===== config.mk =====
export PLATFORM = sky130hd
export DESIGN_NAME = ram_dump_tx
export DESIGN_NICKNAME = d
export VERILOG_FILES = /design/src/rtl/ram_dump_tx.sv
export SDC_FILE = /design/constraint.sdc
export NUM_CORES = 1
export LEC_CHECK = 0
export ABC_AREA = 0
export BUFFER_PORTS_ARGS = -buffer_cell sky130_fd_sc_hd__buf_2
export CORE_MARGIN = 4
export CORE_UTILIZATION = 50
export CTS_CLUSTER_DIAMETER = 120
export CTS_CLUSTER_SIZE = 20
export DETAILED_ROUTE_END_ITERATION = 6
export HOLD_SLACK_MARGIN = 0.03
export PLACE_DENSITY = 0.82
export REMOVE_ABC_BUFFERS = 1
export SLEW_MARGIN = 15
export SYNTH_ARGS = -nofsm -noshare
export SYNTH_HDL_FRONTEND = slang
export SYNTH_SLANG_ARGS = --single-unit

===== constraint.sdc =====
create_clock -name clk -period 19.15 [get_ports clk]
set_clock_uncertainty 0.05 [all_clocks]
set_input_delay 3.83 -clock clk [delete_from_list [all_inputs] [get_ports clk]]
set_output_delay 3.83 -clock clk [all_outputs]
set_load 0.005 [all_outputs]

===== src/rtl/ram_dump_tx.sv =====
// Result-RAM reader: fetches a run of consecutive words and streams each one
// out as NBYTES bytes, LSB first, over a valid/ready byte handshake.
module ram_dump_tx #(
    parameter int DATA_W = 256,
    parameter int ADDR_W = 8
) (
    input  logic              clk,
    input  logic              rst,
    input  logic              start,
    input  logic [ADDR_W-1:0] base_addr,
    input  logic [ADDR_W:0]   num_words,
    output logic [ADDR_W-1:0] ram_addr,
    input  logic [DATA_W-1:0] ram_rdata,
    output logic [7:0]        tx_data,
    output logic              tx_valid,
    input  logic              tx_ready,
    output logic              busy,
    output logic              done
);

    localparam int NBYTES = DATA_W / 8;
    localparam int BC_W   = (NBYTES > 1) ? $clog2(NBYTES) : 1;

    typedef enum logic [2:0] {IDLE, WAIT, LOAD, SEND, FIN} state_t;

    state_t            state, state_n;
    logic [ADDR_W-1:0] ram_addr_n;
    logic [ADDR_W:0]   words_left, words_left_n;
    logic [DATA_W-1:0] shreg, shreg_n, shreg_sh;
    logic [BC_W-1:0]   byte_cnt, byte_cnt_n;
    logic [7:0]        tx_data_n;
    logic              tx_valid_n, busy_n, done_n;

    assign shreg_sh = shreg >> 8;

    always_ff @(posedge clk or posedge rst) begin
        if (rst) begin
            state      <= IDLE;
            ram_addr   <= '0;
            words_left <= '0;
            shreg      <= '0;
            byte_cnt   <= '0;
            tx_data    <= '0;
            tx_valid   <= 1'b0;
            busy       <= 1'b0;
            done       <= 1'b0;
        end else begin
            state      <= state_n;
            ram_addr   <= ram_addr_n;
            words_left <= words_left_n;
            shreg      <= shreg_n;
            byte_cnt   <= byte_cnt_n;
            tx_data    <= tx_data_n;
            tx_valid   <= tx_valid_n;
            busy       <= busy_n;
            done       <= done_n;
        end
    end

    always_comb begin
        state_n      = state;
        ram_addr_n   = ram_addr;
        words_left_n = words_left;
        shreg_n      = shreg;
        byte_cnt_n   = byte_cnt;
        tx_data_n    = tx_data;
        tx_valid_n   = tx_valid;
        busy_n       = busy;
        done_n       = 1'b0;
        case (state)
            IDLE: begin
                if (start) begin
                    busy_n = 1'b1;
                    // A zero-length run skips the RAM entirely and just reports done.
                    if (num_words != '0) begin
                        ram_addr_n   = base_addr;
                        words_left_n = num_words;
                        state_n      = WAIT;
                    end else begin
                        state_n = FIN;
                    end
                end
            end
            WAIT: state_n = LOAD;
            LOAD: begin
                shreg_n    = ram_rdata;
                byte_cnt_n = '0;
                tx_data_n  = ram_rdata[7:0];
                tx_valid_n = 1'b1;
                state_n    = SEND;
            end
            SEND: begin
                if (tx_valid && tx_ready) begin
                    shreg_n    = shreg_sh;
                    tx_data_n  = shreg_sh[7:0];
                    byte_cnt_n = byte_cnt + 1'b1;
                    if (byte_cnt == BC_W'(NBYTES - 1)) begin
                        tx_valid_n   = 1'b0;
                        words_left_n = words_left - 1'b1;
                        if (words_left == (ADDR_W+1)'(1)) begin
                            state_n = FIN;
                        end else begin
                            ram_addr_n = ram_addr + 1'b1;
                            state_n    = WAIT;
                        end
                    end
                end
            end
            FIN: begin
                done_n  = 1'b1;
                busy_n  = 1'b0;
                state_n = IDLE;
            end
            default: state_n = IDLE;
        endcase
    end

endmodule


# Word-level counts from Yosys, hierarchy flattened
# Index checks and enable logic that the tools add are counted.
word_totals:
  regBits: 292
  out_inout_bits: 19
  word_cells: 64
op_classes:
  addsub: 3
  n_eq_ne: 11
  n_mux: 29
  n_reduce_logical: 12
ops:
  columns: ["op", "count"]
  rows:
  - ["$pmux W256 S2", 1]
  - ["$mux W256", 1]
  - ["$mux W8", 6]
  - ["$mux W9", 4]
  - ["$pmux W8 S2", 2]
  - ["$pmux W9 S2", 1]
  - ["$mux W3", 5]
  - ["$pmux W3 S4", 1]
  - ["$ne A2 B2 Y1 const B", 5]
  - ["$pmux W5 S2", 1]
  - ["$eq A9 B1 Y1 const B", 1]
  - ["$reduce_bool A9 Y1", 1]
  - ["$sub A9 B1 Y9 const B", 1]
  - ["$add A8 B1 Y8 const B", 1]
  - ["$eq A3 B2 Y1 const B", 2]
  - ["$reduce_and A3 Y1", 2]
  - ["$reduce_and A6 Y1", 1]
  - ["$reduce_bool A2 Y1", 3]
  - ["$add A5 B1 Y5 const B", 1]
  - ["$eq A5 B5 Y1 const B", 1]
  - ["$mux W5", 1]
  - ["$reduce_and A5 Y1", 1]
  - ["$mux W1", 4]
  - ["$pmux W1 S2", 2]
  - ["5 further kinds", 6]

# Longest topological paths before layout
depth:
  ltp_word: 5
  depth_mapped: 9
  ltp_nobuf: 8

# Worst setup path before layout
# OpenSTA, ideal clock, no wires.
synth_timing:
  path_type: "input-to-reg"
  startpoint: "input port num_words[4]"
  endpoint: "register words_left[1]"
  setup_time_ps: 125
  arrival_time_ps: 5215
  t_required_ps: 18975
  path_slack_ps: 13760
  path_stages: 6
  path_cell_list: "nor4_1 -> nand3_1 -> and3_1 -> clkbuf_1 -> nor2_2 -> mux2_2"
synth_via:
  elab_chain_len: 3
synth_rtl:
  columns: ["item", "line", "text"]
  rows:
  - ["start, declared", "11", "input logic [ADDR_W:0] num_words,"]
  - ["$reduce_bool A9 Y1", "75", "if (num_words != '0) begin"]
  - ["$ne A2 B2 Y1 (no line)", null, null]
  - ["$reduce_and A5 Y1 (no line)", null, null]
  - ["end signal, assigned", "50", "words_left <= words_left_n;"]
  - ["end, declared", "28", "logic [ADDR_W:0] words_left, words_left_n;"]
# No other way between the ends.
# A chain may end at the register's enable or synchronous reset.

# Worst setup path in the final report
layout_timing:
  startpoint: "input port tx_ready"
  endpoint: "register shreg[30]"
layout_via:
  elab_chain_len: 3
layout_rtl:
  columns: ["item", "line", "text"]
  rows:
  - ["start, declared", "16", "input logic tx_ready,"]
  - ["$logic_and A1 B1 Y1", "93", "if (tx_valid && tx_ready) begin"]
  - ["$ne A2 B2 Y1 (no line)", null, null]
  - ["$reduce_and A2 Y1 (no line)", null, null]
  - ["end signal, assigned", "51", "shreg <= shreg_n;"]
  - ["end, declared", "29", "logic [DATA_W-1:0] shreg, shreg_n, shreg_sh;"]
# No other way between the ends.

==> results.tsv <==
metric	value	unit
fin_setup_tns	0	ns
clock_sinks	284	
htreeDepth	1	
path_delay_family	buffers and inverters	
pwr-share-comb	0.473	
fmax	151	MHz
p_per_area	181	nW/um^2
intPower	1.65	mW
worstRegToRegCells	6	
remaining_drc_errors	0	
rows	59	
min_delay_path_depth	2	
whs	0.427	ns
rsz0062_at_grt	no	
synth-main-ff-cell	dfrtp_1	
cts_root_buffer	clkbuf_16	
initial_core_util	0.506	
multi_input_area	5580	um^2
worst_slew_pin_slew	1.04	ns
final_nets	1785	
async_flop_share	1.00	
clk_latency	0.50	ns
post_cts_buffers	0	
leakagePower	7.42	nW
ys_warn_count	0	
run_status	completed	
drt_iter0_markers	611	
hold_class	reg -> reg	
core_area	26000	um^2
grt_pass1_wl	47600	um
cts_buffer_depth	3	
wl_per_cell	16.0	um
yosysUniqueCellTypes	46	
ant_nets	0	
dp_cells	1818	
ys_ff_latch	284	
swShare	0.400	
syn_avg_cell_area	10.3	um^2
synth-edff-count	0	
pwr-share-clk	0.138	
regArea	7110	um^2
grt_max_degree	154	
r2r-start	state[2]	
cap_violations	0	
seq_area_frac_synth	0.540	
fin_crit_sh	0.345	
worstPathRequired	19.43	ns
first_global_vias	9600	
setup_slack	12.54	ns
numPortBuffers	295	
fin_area	15200	um^2
critical_path_class	in -> reg	
cts_tree	yes	
worstPathMaxFanout	153	
fin_cells	1840	
syn2layout_area_growth	15.4	%
place_ws	11.75	ns
clk_pin_slew	0.08	ns
routed_wl	29400	um
grt_usage	0.196	
endpoint_kind	register	
min_period	6.61	ns
cp_num_buf_inv	3	
cts_resized	0	
drive_gt1_frac	0.224	
die_area	29000	um^2
vdd_drop_max	0.127	mV
netlist_instances	1277	
antenna_found_initial	9	
crit_chain	buf_2, nand2_1, nor2_1, nor2_4, buf_4, buf_6, o21ai_0	
gp_congestion	0.849	
min_from	tx_data[6]	
r2r_setup_slack	15.13	ns
ioPinCount	296	
start_kind	primary input	
gr-total-overflow	0	
pwr-share-seq	0.390	
syn-cell-area	13200	um^2
setup_viol	0	
min_to	tx_data[6]	
cp_slowest_cell	buf_4	
dr_total_vias	9803	
dr.pass1.iters	5	
fillers	2243	
postCtsHoldBufs	0	
r2r_end	shreg[30]	
die_h	170	um
cp.arrival	6.89	ns
slew_viol_final	0	
slowest_delay	0.85	ns
cts_made_buffers	18	
via_per_inst	5.33	
p_switching	1.10	mW
timing.slew.headroom	0.305	
die_w	170	um
timing.final.hold_violations	0	
post-dp-hpwl	20600	um
place_area	14700	um^2
==> layer usage <==
| layer | global-route usage | vias up | routed length (um) |
|---|---|---|---|
| met5 | 0 | - | 84 |
| met4 | 0.0267 | 14 | 389 |
| met3 | 0.0602 | 36 | 2630 |
| met2 | 0.316 | 279 | 13300 |
| met1 | 0.271 | 4590 | 12900 |
| li1 | - | 4884 | - |
==> synth_stat cells (all sizes together), types with 4 or more instances <==
master / number / share of area
dfrtp: 284 / 0.54
nand2: 265 / 0.076
o21ai: 265 / 0.10
mux2i: 250 / 0.19
buf: 55 / 0.023
clkbuf: 45 / 0.013
a21oi: 21 / 0.0080
nor2: 14 / 0.0044
a22o: 9 / 0.0060
o22ai: 9 / 0.0043
nand3: 6 / 0.0023
nor3: 6 / 0.0027
ha: 5 / 0.0048
nor4: 5 / 0.0024
inv: 4 / 0.0011
nand4: 4 / 0.0019
==> cell families (layout without fill, tap and decap cells) <==
group,after synthesis,count (layout),synth area share
other,0,2,0
XOR/XNOR,2,2,0.00133
adder cells (fa/ha/maj),5,5,0.00475
buffers and inverters,104,330,0.0366
AO/OA/AOI/OAI,317,317,0.128
flip-flops,284,284,0.540
AND/OR/NAND/NOR,314,314,0.0981
multiplexers,251,251,0.191
==> how the worst max path moves through the flow <==
stage	cells after the start	slack, ns	end	start
after global placement	7	11.86	shreg[32]	tx_ready
final	7	12.54	shreg[30]	tx_ready
after floorplan	4	0.26	byte_cnt[2]	tx_ready
after detailed placement	7	11.75	shreg[55]	tx_ready
after CTS	7	12.29	shreg[55]	tx_ready
after global routing	7	12.20	shreg[65]	tx_ready
==> state kept, by name, indices dropped and copies added, names as in the netlist <==
| signal | count |
|---|---|
| busy | 1 |
| byte_cnt | 5 |
| done | 1 |
| ram_addr | 8 |
| shreg | 249 |
| state | 3 |
| tx_data | 7 |
| tx_valid | 1 |
| words_left | 9 |
==> worst min-delay path: stages, from the launching register on <==
cell and delay (ns):
dfrtp_1 0.34, nand2_1 0.05, o21ai_0 0.06
==> power groups by stage <==
stage / Sequential (mW) / Clock (mW) / Combinational [mW]
after floorplan: 1.05 / 0 / 1.46
after global placement: 1.07 / 0 / 1.26
after detailed placement: 1.08 / 0 / 1.31
after CTS: 1.07 / 0.390 / 1.31
after global routing: 1.10 / 0.408 / 1.47
final: 1.07 / 0.378 / 1.30
==> through the flow <==
step / util / power, mW
global placement: 0.565 / 2.32
finish: 0.585 / 2.74
CTS: 0.584 / 2.77
floorplan: - / 2.52
global route: 0.585 / 2.99
detailed placement: 0.565 / 2.39
==> layout by cell type, fill, tap and decap left out, types with 2 or more instances in the layout <==
master,Yosys,final
buf_2,42,295
dfrtp_1,284,284
nand2_1,265,265
o21ai_0,265,265
mux2i_1,250,250
a21oi_1,21,21
clkbuf_16,0,19
nor2_1,12,11
buf_4,10,10
a22o_1,9,9
o22ai_1,9,9
nand3_1,6,6
nor4_1,5,5
nor3_1,5,5
ha_1,5,5
nand4_1,4,4
inv_1,4,3
diode_2,0,2
nor2_2,2,2
nand3b_1,2,2
and3_1,2,2
a32o_1,2,2
a2bb2oi_1,2,2
xor2_1,2,2
==> final cells by class <==
| class | count | area share |
|---|---|---|
| clock buffers | 19 | 0.0313 |
| repair buffers | 306 | 0.103 |
| multi-input cells | 889 | 0.367 |
| well taps | 335 | 0.0276 |
| diodes | 2 | 0.000330 |
| inverters | 4 | 0.00148 |
| flip-flops and latches | 284 | 0.468 |
| clock inverters | 1 | 0.00107 |
Power figures use the tool's default switching activity.
